File: src/rtl/rip_trap_unit_pkg.sv
// Shared definitions for the machine-mode trap unit: CSR addresses, cause codes,
// reset vector and the operation/state encodings.
package rip_trap_unit_pkg;

    localparam logic [31:0] START_ADDR         = 32'h0000_8000;

    localparam logic [11:0] CSR_MTVEC          = 12'h305;
    localparam logic [11:0] CSR_MEPC           = 12'h341;
    localparam logic [11:0] CSR_MCAUSE         = 12'h342;

    localparam logic [31:0] CAUSE_ILLEGAL_INST = 32'd2;
    localparam logic [31:0] CAUSE_ECALL        = 32'd11;

    typedef enum logic [2:0] {
        OP_CSRRW,
        OP_CSRRS,
        OP_CSRRC,
        OP_ECALL,
        OP_ILLEGAL,
        OP_MRET
    } trap_op_e;

    typedef enum logic [1:0] {
        TS_IDLE,
        TS_EXEC,
        TS_RESP
    } trap_state_e;

endpackage

File: src/rtl/rip_trap_unit_csr_file.sv
// mtvec/mepc/mcause storage with a combinational read port, one write port
// and a trap-save port that updates mepc and mcause together.
module rip_trap_csr_file
    import rip_trap_unit_pkg::*;
#(
    parameter int              XLEN      = 32,
    parameter logic [XLEN-1:0] MTVEC_RST = START_ADDR
) (
    input  logic            clk,
    input  logic            rst,
    input  logic [11:0]     rd_addr,
    output logic [XLEN-1:0] rd_data,
    output logic            rd_hit,
    input  logic            wr_en,
    input  logic [11:0]     wr_addr,
    input  logic [XLEN-1:0] wr_data,
    input  logic            save_en,
    input  logic [XLEN-1:0] save_pc,
    input  logic [XLEN-1:0] save_cause,
    output logic [XLEN-1:0] mtvec,
    output logic [XLEN-1:0] mepc
);

    logic [XLEN-1:0] mcause;

    always_comb begin
        rd_data = '0;
        rd_hit  = 1'b1;
        case (rd_addr)
            CSR_MTVEC:  rd_data = mtvec;
            CSR_MEPC:   rd_data = mepc;
            CSR_MCAUSE: rd_data = mcause;
            default:    rd_hit  = 1'b0;
        endcase
    end

    // Only direct-mode vectors and 4-byte aligned PCs exist, so bits [1:0] of
    // mtvec and mepc are hardwired to zero on every write path.
    always_ff @(posedge clk or posedge rst) begin
        if (rst) begin
            mtvec  <= MTVEC_RST;
            mepc   <= '0;
            mcause <= '0;
        end else if (save_en) begin
            mepc   <= {save_pc[XLEN-1:2], 2'b00};
            mcause <= save_cause;
        end else if (wr_en) begin
            case (wr_addr)
                CSR_MTVEC:  mtvec  <= {wr_data[XLEN-1:2], 2'b00};
                CSR_MEPC:   mepc   <= {wr_data[XLEN-1:2], 2'b00};
                CSR_MCAUSE: mcause <= wr_data;
                default:    ;
            endcase
        end
    end

endmodule

File: src/rtl/rip_trap_unit.sv
// Machine-mode trap/CSR execution unit: one request per IDLE->EXEC->RESP pass,
// CSR read-modify-write, trap entry and MRET redirects.
module rip_trap_unit
    import rip_trap_unit_pkg::*;
#(
    parameter int              XLEN      = 32,
    parameter logic [XLEN-1:0] MTVEC_RST = START_ADDR
) (
    input  logic            clk,
    input  logic            rst,
    input  logic            req_valid,
    output logic            req_ready,
    input  logic [2:0]      req_op,
    input  logic [XLEN-1:0] req_pc,
    input  logic [11:0]     req_csr_addr,
    input  logic [XLEN-1:0] req_wdata,
    input  logic            req_csr_we,
    output logic            resp_valid,
    input  logic            resp_ready,
    output logic [XLEN-1:0] resp_rdata,
    output logic            redirect_valid,
    output logic [XLEN-1:0] redirect_pc,
    output logic            trap_taken
);

    trap_state_e state, next_state;

    logic [2:0]      op_q;
    logic [XLEN-1:0] pc_q, wdata_q;
    logic [11:0]     addr_q;
    logic            we_q;

    logic [XLEN-1:0] rdata_q, rpc_q;
    logic            rv_q, trap_q;

    logic [XLEN-1:0] rd_data, mtvec, mepc, csr_new, save_cause;
    logic [XLEN-1:0] ex_rdata, ex_rpc;
    logic            rd_hit, csr_wr_en, save_en, ex_rv, ex_trap, is_csr, exec;

    rip_trap_csr_file #(
        .XLEN      (XLEN),
        .MTVEC_RST (MTVEC_RST)
    ) u_csr (
        .clk        (clk),
        .rst        (rst),
        .rd_addr    (addr_q),
        .rd_data    (rd_data),
        .rd_hit     (rd_hit),
        .wr_en      (csr_wr_en),
        .wr_addr    (addr_q),
        .wr_data    (csr_new),
        .save_en    (save_en),
        .save_pc    (pc_q),
        .save_cause (save_cause),
        .mtvec      (mtvec),
        .mepc       (mepc)
    );

    always_ff @(posedge clk or posedge rst) begin
        if (rst) state <= TS_IDLE;
        else     state <= next_state;
    end

    always_comb begin
        next_state = state;
        case (state)
            TS_IDLE: if (req_valid)  next_state = TS_EXEC;
            TS_EXEC:                 next_state = TS_RESP;
            TS_RESP: if (resp_ready) next_state = TS_IDLE;
            default:                 next_state = TS_IDLE;
        endcase
    end

    always_ff @(posedge clk or posedge rst) begin
        if (rst) begin
            op_q    <= '0;
            pc_q    <= '0;
            addr_q  <= '0;
            wdata_q <= '0;
            we_q    <= 1'b0;
        end else if (state == TS_IDLE && req_valid) begin
            op_q    <= req_op;
            pc_q    <= req_pc;
            addr_q  <= req_csr_addr;
            wdata_q <= req_wdata;
            we_q    <= req_csr_we;
        end
    end

    assign exec   = (state == TS_EXEC);
    assign is_csr = (op_q == OP_CSRRW) || (op_q == OP_CSRRS) || (op_q == OP_CSRRC);

    always_comb begin
        csr_new = wdata_q;
        case (op_q)
            OP_CSRRS: csr_new = rd_data | wdata_q;
            OP_CSRRC: csr_new = rd_data & ~wdata_q;
            default:  ;
        endcase
    end

    // Anything that is not a hit CSR op or MRET (unknown CSR, ILLEGAL, ECALL,
    // undefined encodings) takes the trap path; ECALL is the only non-illegal cause.
    always_comb begin
        csr_wr_en  = 1'b0;
        save_en    = 1'b0;
        save_cause = '0;
        ex_rdata   = '0;
        ex_rv      = 1'b0;
        ex_rpc     = '0;
        ex_trap    = 1'b0;
        if (is_csr && rd_hit) begin
            ex_rdata  = rd_data;
            csr_wr_en = exec && ((op_q == OP_CSRRW) || we_q);
        end else if (op_q == OP_MRET) begin
            ex_rv  = 1'b1;
            ex_rpc = mepc;
        end else begin
            save_en    = exec;
            save_cause = (op_q == OP_ECALL) ? CAUSE_ECALL : CAUSE_ILLEGAL_INST;
            ex_rv      = 1'b1;
            ex_trap    = 1'b1;
            ex_rpc     = mtvec;
        end
    end

    always_ff @(posedge clk or posedge rst) begin
        if (rst) begin
            rdata_q <= '0;
            rpc_q   <= '0;
            rv_q    <= 1'b0;
            trap_q  <= 1'b0;
        end else if (exec) begin
            rdata_q <= ex_rdata;
            rpc_q   <= ex_rpc;
            rv_q    <= ex_rv;
            trap_q  <= ex_trap;
        end
    end

    assign req_ready      = (state == TS_IDLE);
    assign resp_valid     = (state == TS_RESP);
    assign resp_rdata     = resp_valid ? rdata_q : '0;
    assign redirect_valid = resp_valid && rv_q;
    assign redirect_pc    = resp_valid ? rpc_q : '0;
    assign trap_taken     = resp_valid && trap_q;

endmodule

File: config.mk
export PLATFORM = sky130hd
export DESIGN_NAME = rip_trap_unit
export DESIGN_NICKNAME = d
export VERILOG_FILES = /design/src/rtl/rip_trap_unit_pkg.sv /design/src/rtl/rip_trap_unit_csr_file.sv /design/src/rtl/rip_trap_unit.sv
export SDC_FILE = /design/constraint.sdc
export NUM_CORES = 1
export LEC_CHECK = 0
export ABC_AREA = 1
export BUFFER_PORTS_ARGS = -buffer_cell sky130_fd_sc_hd__buf_2
export CORE_ASPECT_RATIO = 1.2
export CORE_MARGIN = 5
export CORE_UTILIZATION = 27
export CTS_BUF_LIST = sky130_fd_sc_hd__clkbuf_16
export DETAILED_ROUTE_END_ITERATION = 10
export SLEW_MARGIN = 5
export SYNTH_ARGS = -nofsm -noshare
export SYNTH_HDL_FRONTEND = slang
export SYNTH_SLANG_ARGS = --single-unit
File: constraint.sdc
create_clock -name clk -period 7.6 [get_ports clk]
set_input_delay 1.14 -clock clk [delete_from_list [all_inputs] [get_ports clk]]
set_output_delay 1.14 -clock clk [all_outputs]
set_load 0.05 [all_outputs]
# Word level (Yosys, flattened, before mapping)
# Index checks and enable logic that the tools add are counted.
totals:
  ff_bits: 242
  input_bits: 84
  out_inout_bits: 68
op_classes:
  eq_ne: 11
  mux: 26
  bitwise_logic: 4
  reduce_logical: 18
ops:
  columns: ["op", "count"]
  rows:
  - ["$mux 32", 11]
  - ["$pmux 32 s3", 1]
  - ["$pmux 32 s2", 1]
  - ["$eq 12x10->1 const B", 3]
  - ["$and 32x32->32", 1]
  - ["$not 32->32", 1]
  - ["$or 32x32->32", 1]
  - ["$mux 4", 3]
  - ["$mux 1", 7]
  - ["$eq 3x2->1 const B", 2]
  - ["$pmux 2 s3", 1]
  - ["$reduce_and 2->1", 3]
  - ["$reduce_bool 2->1", 3]
  - ["$logic_and 1x1->1", 5]
  - ["$mux 2", 2]
  - ["$eq 3x1->1 const B", 1]
  - ["$eq 3x3->1 const B", 1]
  - ["$logic_not 3->1", 1]
  - ["$logic_or 1x1->1", 3]
  - ["$reduce_and 3->1", 1]
  - ["$reduce_or 3->1", 1]
  - ["$eq 2x1->1 const B", 1]
  - ["$eq 2x2->1 const B", 1]
  - ["$logic_not 2->1", 1]
  - ["3 further kinds", 3]

# Longest topological paths before layout
logic_depth:
  word_depth: 7
  depth_mapped: 14

# Hierarchy
# From an unflattened synthesis, not the netlist that was laid out.
hier_totals:
  hier_cells: 1770
  area_unflattened_um2: 12705.9
modules_own_cells:
  columns: ["module", "instances", "cells_each", "area_per_inst_um2"]
  rows:
  - ["rip_trap_unit", 1, 989, 7183.1]
  - ["rip_trap_csr_file", 1, 781, 5522.8]

# Least setup slack after synthesis
# No wires, ideal clock.
synth_timing:
  kind: "flip-flop to output port"
  start: "reg state[0]"
  end: "out redirect_pc[22]"
  arrival_ns: 1.536
  required_ns: 6.460
  setup_slack_ns: 4.924
  path_stages_with_launch: 6
  n_path_buf: 2
  cell_sequence: "dfrtp_1 > inv_1 > nand2_1 > clkbuf_1 > clkbuf_1 > nor2_1"
synth_via:
  elab_chain_cells: 2
synth_lines:
  columns: ["element", "line", "rtl"]
  rows:
  - ["start, declared", "rip_trap_unit.sv:26", "trap_state_e state, next_state;"]
  - ["start signal, assigned", "rip_trap_unit.sv:61", "else state <= next_state;"]
  - ["$eq 2x2->1", "rip_trap_unit.sv:142", "assign resp_valid = (state == TS_RESP);"]
  - ["$mux 32", "rip_trap_unit.sv:145", "assign redirect_pc = resp_valid ? rpc_q : '0;"]
  - ["end, declared", "rip_trap_unit.sv:22", "output logic [XLEN-1:0] redirect_pc,"]
# Every way passes these cells.

# Final worst setup path
layout_timing:
  start: "reg addr_q[4]"
  end: "reg u_csr.mcause[25]"
layout_via:
  elab_chain_cells: 7
  elab_cells_between_ends: 18
  cone_classes: "3 x eq/ne; 8 x mux; 2 x bitwise; 5 x reduce/logical"
layout_lines:
  columns: ["element", "line", "rtl"]
  rows:
  - ["start, declared", "rip_trap_unit.sv:30", "logic [11:0] addr_q;"]
  - ["start signal, assigned", "rip_trap_unit.sv:84", "addr_q <= req_csr_addr;"]
  - ["$eq 12x10->1, on equally long branches", "rip_trap_unit_csr_file.sv:29, rip_trap_unit_csr_file.sv:48", null]
  - ["$pmux 32 s3 / $reduce_or 3->1 (equally long branches)", null, null]
  - ["$and 32x32->32, or another cell as far along", "rip_trap_unit.sv:97", "OP_CSRRC: csr_new = rd_data & ~wdata_q;"]
  - ["$pmux 32 s2 / $logic_and 1x1->1 (equally long branches)", "rip_trap_unit.sv:95, rip_trap_unit.sv:112", null]
  - ["$mux 32 / $mux 1 (equally long branches)", "rip_trap_unit_csr_file.sv:48, rip_trap_unit.sv:112", null]
  - ["$mux 32 / $reduce_bool 2->1 (equally long branches)", null, null]
  - ["$mux 32 / $reduce_and 2->1 (equally long branches)", null, null]
  - ["end signal, assigned", "rip_trap_unit_csr_file.sv:46", "mcause <= save_cause;"]
  - ["end signal, assigned", "rip_trap_unit_csr_file.sv:51", "CSR_MCAUSE: mcause <= wr_data;"]
  - ["end, declared", "rip_trap_unit_csr_file.sv:24", "logic [XLEN-1:0] mcause;"]
# Several ways; a longest one is shown, not always the timed one. The select of a mux whose other input is x is not followed.
# A chain may end at the register's enable or synchronous reset.

==> impl_metrics.py <==
metrics = {
    "synth": {
        "synth_edf_count": 0,
        "postSynth.asyncResetShare_pct": 100,
        "syn-cell-area_sq_mm": 0.0118,
        "yosys.area.top_type_share_pct": 49.7,
        "synth_common_cells": "674 x nand2_1, 235 x dfrtp_1, 156 x nand3_1",
        "avgSynthCellArea_sq_um": 7.19,
        "ys_seq_elements": 236,
        "synth_cell_type_count": 28,
        "synth_most_common_cell": "nand2_1",
        "synthFlopType": "dfrtp_1",
        "synth_top_area_cell": "dfrtp_1",
        "syn_inst": 1646,
        "synth_top_cells_by_area": "dfrtp_1 50%, nand2_1 21%, nand3_1 6.6%",
        "ys_warn_count": 0,
        "ys_seq_area_share_pct": 49.9,
    },
    "clock_tree": {
        "clk_latency_ns": 0.53,
        "cts_tree": "done",
        "cts_inserted_buffers": 24,
        "cts_root_buf": "clkbuf_16",
        "htree_levels": 1,
        "clkTransAtPathRegs_ns": 0.06,
        "cts_sinks": 236,
        "cts-resized-gates": 0,
        "cts_buffer_depth": 3,
        "cts_hold_buf": 0,
        "post_cts_buffers": 0,
    },
    "critical_path": {
        "start_kind": "flip-flop",
        "slowest_delay_ns": 0.97,
        "cp_max_fo": 62,
        "crit_slowest_cell": "nand2_2",
        "arrival_ns": 4.87,
        "worstPathRequired_ns": 8.06,
        "cp_cell_sequence": "nor2_1 > inv_2 > nor2_4 > buf_4 > nand3_2 > nand3_2 > nand2_2 > nand2_2 > nand2_1 > nand2_2 > nand2_1 > nand2_1",
        "endpoint_kind": "flip-flop",
        "ff2ff_path_depth": 12,
        "path_class": "flip-flop to flip-flop",
    },
    "timing": {
        "slew_viol_final": 0,
        "rsz0062_at_grt": "false",
        "skew_ns": 0.0144,
        "hold_viol_final": 0,
        "hold_slack_ns": 0.479,
        "tns_ns": 0,
        "fin_crit_ns": 4.41,
        "worstMarginPinSlew_ns": 1.20,
        "setup_viol_count_final": 0,
        "max-slew-margin-rel_pct": 19.4,
        "min_period_over_period_pct": 58.0,
        "clock.fmax_mhz": 227,
    },
    "global_route": {
        "grt_pass1_vias": 10500,
        "grt.total_usage_pct": 15.8,
        "grt_max_degree": 150,
        "grt_pass1_wl_mm": 61.0,
        "grt_overflow_total": 0,
        "antenna_found_initial": 3,
    },
    "routing": {
        "wl_mm": 39.0,
        "vias": 10900,
        "drc_errors": 0,
        "drtPass1Iterations": 5,
        "viasPerCell": 4.73,
        "wl_per_cell_um": 16.9,
        "drtIter0Drc": 845,
        "ant_nets": 0,
    },
    "floorplan": {
        "core_sq_mm": 0.0436,
        "die_height_um": 239,
        "std_cell_rows": 84,
        "die_area_sq_mm": 0.0482,
        "die_w_um": 201,
        "start_util_pct": 27.1,
        "io_pins": 152,
    },
    "cells_and_area": {
        "fillers": 4692,
        "drive_above_1_share_pct": 13.0,
        "post-route-cell-area_sq_mm": 0.0138,
        "syn2layout_area_growth_pct": 16.9,
        "nets": 1815,
    },
    "placement": {
        "placed_area_sq_mm": 0.0130,
        "gp_congestion": 0.812,
        "place_hpwl_mm": 24.7,
        "port-buffer-count": 147,
    },
    "power": {
        "finalPower_uw": 5120,
        "power_leakage_uw": 0.00723,
        "peakVddDrop_mv": 0.340,
        "powerDensity_mw_per_mm2": 370,
    },
    "min_path": {
        "min_path_type": "flip-flop to flip-flop",
        "whs_path_depth": 2,
    },
    "run_status": {
        "status": "complete, no violations",
    },
    "job": {
        "cap_viol_max_count": 0,
    },
}
through the flow:
stage | utilization (%) | setup slack [ns] | instances
4_1_cts | 31.7 | 3.21 | 2308
2_1_floorplan | - | 3.37 | 1647
3_3_place_gp | 29.9 | 3.31 | 2264
3_5_place_dp | 29.9 | 3.22 | 2264
5_1_grt | 31.7 | 2.90 | 2308
6_report | 31.7 | 3.19 | 2309
layout make-up:
class	instances	area [sq um]	area share (%)
Antenna cell	1	2.50	0.0181
Clock inverter	19	184	1.33
Sequential cell	236	5910	42.7
Tap cell	559	699	5.05
Inverter	146	552	3.99
Multi-Input combinational cell	1160	5010	36.2
Clock buffer	25	626	4.52
Timing Repair Buffer	163	868	6.27
cell families (layout without fill, tap and decap cells):
family,count (synthesis),count (layout),share of synthesized area [%]
and+or+nand+nor,960,960,32.5
other,1,3,0.0317
DFF,236,236,49.9
buffers and inverters,251,353,8.48
AOI/OAI and AO/OA,198,198,9.08
placed cells by master, fill, tap and decap left out, types with 2 or more instances in the layout:
cell type	netlist	final
o21ai_0	96	96
clkinv_2	0	6
dfrtp_1	235	235
a21oi_1	31	31
clkinv_1	0	5
o22ai_1	60	60
conb_1	1	2
nand3_1	156	154
inv_2	6	7
buf_2	13	147
buf_4	10	15
nand2_1	674	672
clkbuf_16	0	25
nand4_1	2	2
o21ai_1	8	6
nand3_2	3	5
nor2_1	117	112
inv_1	140	142
o21ai_2	1	2
bufinv_16	0	4
nor2_4	1	7
nand2_2	3	5
critical path, delay by kind of cell, from the launching register on:
family / cells / cell delay [ns]
DFF: 1 / 0.37
and+or+nand+nor: 10 / 3.24
buffers and inverters: 2 / 0.69
flip-flops by register name (all words and copies together) (netlist names):
register,flops
u_csr.mepc,30
addr_q,12
u_csr.mtvec,30
trap_q,1
rdata_q,32
state,2
rpc_q,30
rv_q,1
op_q,3
wdata_q,32
we_q,1
pc_q,30
u_csr.mcause,32
power by group:
group	switching [uW]	internal [uW]
clock	501	729
sequential	355	1710
combinational	1310	507
path summary, 6_finish.rpt:
| kind | endpoint | start | slack, ns |
|---|---|---|---|
| setup reg to reg | u_csr.mcause[25]$_DFFE_PP0P_ | addr_q[4]$_DFFE_PP0P_ | 3.19 |
| min in group asynchronous | rpc_q[25]$_DFFE_PP0N_ | rst | 0.80 |
| hold / removal | pc_q[9]$_DFFE_PP0P_ | pc_q[9]$_DFFE_PP0P_ | 0.48 |
| setup / recovery | u_csr.mcause[25]$_DFFE_PP0P_ | addr_q[4]$_DFFE_PP0P_ | 3.19 |
| hold reg to reg | pc_q[9]$_DFFE_PP0P_ | pc_q[9]$_DFFE_PP0P_ | 0.48 |
| max in group asynchronous | u_csr.mepc[16]$_DFFE_PP0P_ | rst | 5.57 |
metal layers:
metal / vias up / global-route usage [%] / wire [um]
met3: 55 / 2.38 / 2460
met4: 6 / 3.94 / 657
met1: 5184 / 23.5 / 18600
met5: - / 0 / 28
met2: 345 / 24.1 / 17200
li1: 5334 / - / -
Note: power is estimated with default switching activity, not from simulation.
